===== config.mk =====
export PLATFORM = sky130hd
export DESIGN_NAME = reg_file
export DESIGN_NICKNAME = d
export VERILOG_FILES = /design/src/rtl/reg_file.sv
export SDC_FILE = /design/constraint.sdc
export NUM_CORES = 2
export LEC_CHECK = 0
export ABC_AREA = 0
export CAP_MARGIN = 15
export CORE_MARGIN = 4
export CORE_UTILIZATION = 35
export DETAILED_ROUTE_END_ITERATION = 8
export PLACE_DENSITY = 0.46
export SETUP_SLACK_MARGIN = 0.5
export SLEW_MARGIN = 20
export SYNTH_ARGS = -nofsm -noshare
export SYNTH_HDL_FRONTEND = slang
export SYNTH_SLANG_ARGS = --single-unit

===== constraint.sdc =====
create_clock -name clk -period 11.55 [get_ports clk]
set_input_delay 3.465 -clock clk [delete_from_list [all_inputs] [get_ports clk]]
set_output_delay 3.465 -clock clk [all_outputs]
set_load 0.005 [all_outputs]

===== src/rtl/reg_file.sv =====
// Purpose: 32x32 register file with one write port, two read ports, r0 hard-wired to zero, and a debug write counter.
// Latency: reads are combinational (0 cycles); a write commits on the next rising clk edge, and is forwarded the same cycle when BYPASS=1.
// Backpressure: none; a write is accepted every cycle it is presented, and reads never stall.
module reg_file #(
  parameter bit BYPASS = 1'b1
) (
  input  logic        clk,
  input  logic        rst_n,
  input  logic        wr_en,
  input  logic [4:0]  wr_addr,
  input  logic [31:0] wr_data,
  input  logic [4:0]  rd_addr_a,
  input  logic [4:0]  rd_addr_b,
  output logic [31:0] rd_data_a,
  output logic [31:0] rd_data_b,
  output logic [7:0]  wr_count
);

  // r0 has no storage: it reads as a constant zero.
  logic [31:0] regs [1:31];
  logic [31:0] rd_tbl [32];
  logic [7:0]  count_q;
  logic        wr_commit;

  // Writes to r0 are dropped outright, so they neither store nor count.
  assign wr_commit = wr_en && (wr_addr != 5'd0);

  // Per-bit 32-to-1 selection as a five-level binary mux tree, one address bit per level.
  function automatic logic [31:0] sel32(input logic [31:0] tbl [32], input logic [4:0] addr);
    logic [31:0] lvl [32];
    lvl = tbl;
    for (int s = 0; s < 5; s++) begin
      for (int k = 0; k < (16 >> s); k++) begin
        lvl[k] = addr[s] ? lvl[2*k+1] : lvl[2*k];
      end
    end
    return lvl[0];
  endfunction

  // Storage update: asynchronous clear, then one commit per edge, last write wins.
  always_ff @(posedge clk or negedge rst_n) begin
    if (!rst_n) begin
      for (int i = 1; i < 32; i++) begin
        regs[i] <= '0;
      end
    end else if (wr_commit) begin
      regs[wr_addr] <= wr_data;
    end
  end

  // Committed-write counter that saturates at 255 instead of wrapping.
  always_ff @(posedge clk or negedge rst_n) begin
    if (!rst_n) begin
      count_q <= '0;
    end else if (wr_commit && (count_q != 8'hFF)) begin
      count_q <= count_q + 8'd1;
    end
  end

  assign wr_count = count_q;

  // Flatten storage into a 32-entry read table with entry 0 tied to zero.
  always_comb begin
    rd_tbl[0] = '0;
    for (int i = 1; i < 32; i++) begin
      rd_tbl[i] = regs[i];
    end
  end

  // Read port A: reset and r0 force zero; otherwise forward the in-flight write or select storage.
  always_comb begin
    rd_data_a = sel32(rd_tbl, rd_addr_a);
    if (BYPASS && wr_commit && (rd_addr_a == wr_addr)) begin
      rd_data_a = wr_data;
    end
    if (!rst_n || (rd_addr_a == 5'd0)) begin
      rd_data_a = '0;
    end
  end

  // Read port B: identical to port A, fully independent selection.
  always_comb begin
    rd_data_b = sel32(rd_tbl, rd_addr_b);
    if (BYPASS && wr_commit && (rd_addr_b == wr_addr)) begin
      rd_data_b = wr_data;
    end
    if (!rst_n || (rd_addr_b == 5'd0)) begin
      rd_data_b = '0;
    end
  end

endmodule


==> results.ini <==
[run_status]
status = complete, no violations

[synth]
ys_seq_area_frac = 0.466
synth_area_leaders = dfrtp_1 47%, mux4_2 19%, mux2_1 17%, mux2_2 5.9%, clkbuf_1 1.6%
synthDominantCellAreaShare = 0.466
synth_ff_type = dfrtp_1
yosysTopAreaCell = dfrtp_1
synth_cells = 3614
syn-cell-area_um2 = 53700
synth_seq_cells = 1000
synth-edff-count = 0
yosys_warnings = 0
synth_nets = 3665
ys_types = 61
async_reset_ff_frac = 1.00
synth_area_per_cell_um2 = 14.9

[detailed_routing]
drcViolationCount = 0
wl_per_cell_um = 36.0
ant_nets = 0
route.vias.total = 35579
via_per_inst = 6.19
drt_iter0_markers = 3420
wirelength_um = 207000
dr.pass1.iters = 5

[setup_path]
slowest_stage = o31a_2
crit_buf_inv = 3
start_kind = input pin
worst-path-max-fanout = 18
max_stage_delay_ns = 0.76
crit_top_cell = clkdlybuf4s50_1
reg2reg_setup_slack_ns = 9.53
crit_path_cell_trace = clkdlybuf4s50_1, nor3_1, a21bo_2, o31a_2, buf_12, a22o_1, clkdlybuf4s50_1
crit_family = compound AO/OA/AOI/OAI gates
critPathArrivalTime_ns = 7.22
worstPathRequired_ns = 8.09
endpoint_kind = output pin
path_class = input pin to output pin

[sta]
slew_headroom = 0.221
layout_min_cycle_time_ns = 10.69
worst_slew_pin_slew_ns = 1.17
slew_viol_final = 0
clock_skew_ns = 0.00196
fmax_mhz = 93.6
tns_ns = 0
finalSetupViolations = 0
fin_crit_sh = 0.925
hold_viol_final = 0
rsz0062_at_grt = false

[grt]
grt_max_degree = 174
grt_overflow_total = 0
grt_pass1_vias = 38156
globalRoute.busiestLayer = met2
grtUsageTotal = 0.259
met3_usage = 0.0553
antenna_found_initial = 10
use_met1 = 0.358
use_met2 = 0.406
grt_pass1_wl_um = 295000

[cells_and_area]
fillerInstances = 13751
finish.net_count = 3679
fin_area_um2 = 61400
sequential_cell_area_um2 = 25000
final_common_cell = dfrtp_1
most-common-layout-cells = 1000 x dfrtp_1, 804 x mux2_1, 448 x mux4_2
multi_input_area_um2 = 27200
areaGrowthSynthToFinish_pct = 14.4
drive_gt1_frac = 0.310

[power_and_ir_drop]
internal_power_mw = 7.73
combinationalPowerShare = 0.202
peakVddDrop_uv = 128
p_sw_frac = 0.281
power.density_nw_per_um2 = 175
p_leak_nw = 26.2
seqPwrFrac = 0.438
clockPowerShare = 0.359
p_sw_mw = 3.01

[floorplan]
die_area_um2 = 160000
die_h_um = 400
core_um2 = 152000
die_w_um = 400
rows = 143
start_util = 0.353
io_pins = 122

[place]
io_buffers = 121
post-dp-hpwl_um = 123000
gp_congestion = 0.816
post_dp_cell_area_um2 = 57500

[clock_tree]
cts_resized = 0
clock_path_buffers = 3
post_cts_buffers = 0
htreeDepth = 3
cts_sinks = 1000
cts_hold_buf = 0
clk_pin_slew_ns = 0.05
cts_tree = done
numCtsBuffers = 117
worst_skew_pair.late_latency_ns = 0.72
root_buffer = clkbuf_16

[run]
drv_cap = 0

[hold_path]
hold_path_class = register to register

[cell usage after synthesis, types with 6 or more instances]
library cell	n
mux2_2	282
nor4b_1	18
mux2i_1	60
mux4_2	448
xnor2_1	16
a211oi_1	10
o21ai_0	25
o221ai_1	6
nand3_1	18
o22ai_1	61
o21ai_1	16
clkbuf_1	233
and2_1	6
buf_1	60
nor3_1	8
dfrtp_1	1000
o211ai_1	17
a22o_1	8
nor2_1	52
a31oi_1	11
buf_2	75
mux2_1	804
buf_4	16
buf_6	9
a22oi_1	56
a21boi_1	7
o311ai_0	9
nand3b_1	6
nor2b_1	37
a32o_1	27
a21oi_1	20
a211o_1	17
nand2_1	76
nor3b_1	6
a221oi_1	47
[stage by stage]
stage          utilization  instances  setup slack (ns)  total power [mW]  hold WS (ns)
3_5_place_dp         0.377       5538             0.961              6.93         0.490
4_1_cts              0.403       5748             0.955              10.8         0.503
6_report             0.403       5751             0.862              10.7         0.503
3_3_place_gp         0.377       5538              1.08              6.78         0.480
5_1_grt              0.403       5749             0.766              11.2         0.518
2_1_floorplan            -       3614              2.78              6.08         0.469
[logic make-up (layout without fill, tap and decap cells)]
group                    after synthesis  after routing  share of synthesized area
multiplexers                        1594           1594                      0.427
flip-flops                          1000           1000                      0.466
AND/OR/NAND/NOR                      251            251                     0.0241
XOR/XNOR                              17             17                    0.00277
AO/OA/AOI/OAI                        352            352                     0.0484
adder cells (fa/ha/maj)                1              1                   0.000233
buffers and inverters                399            504                     0.0320
other                                  0              2                          0
[state kept, by name, summed over array words and instances, names as in the netlist]
name	count
rd_tbl	992
wr_count	8
[final timing paths]
kind	cells after the start	start	endpoint
worst max register to register	4	wr_count[0]	wr_count[1]
min in group asynchronous	1	rst_n	rd_tbl[498]
worst min-delay path	1	rd_tbl[130]	rd_tbl[130]
worst max-delay path	7	wr_addr[2]	rd_data_a[13]
max in group asynchronous	5	rst_n	rd_tbl[968]
worst min register to register	1	rd_tbl[130]	rd_tbl[130]
[power by group through the flow]
stage / Combinational (mW) / Clock [mW] / Sequential, mW
detailed placement: 2.18 / 0 / 4.75
global route: 2.33 / 4.07 / 4.79
CTS: 2.19 / 3.94 / 4.69
finish: 2.18 / 3.86 / 4.71
global placement: 2.12 / 0 / 4.66
floorplan: 1.51 / 0 / 4.57
[final cells by class]
cell class,instances,area share
diodes,2,0.0000815
clock buffers,172,0.0566
clock inverters,38,0.00805
inverters,6,0.000367
multi-input cells,2215,0.443
flip-flops and latches,1000,0.407
well taps,2030,0.0413
repair buffers,288,0.0435
[routing by layer]
layer  vias to the layer above  share of wire
li1                      14094              -
met3                       354          0.076
met1                     19674           0.43
met5                         -        0.00011
met2                      1453           0.46
met4                         4          0.034
Power figures use the tool's default switching activity.
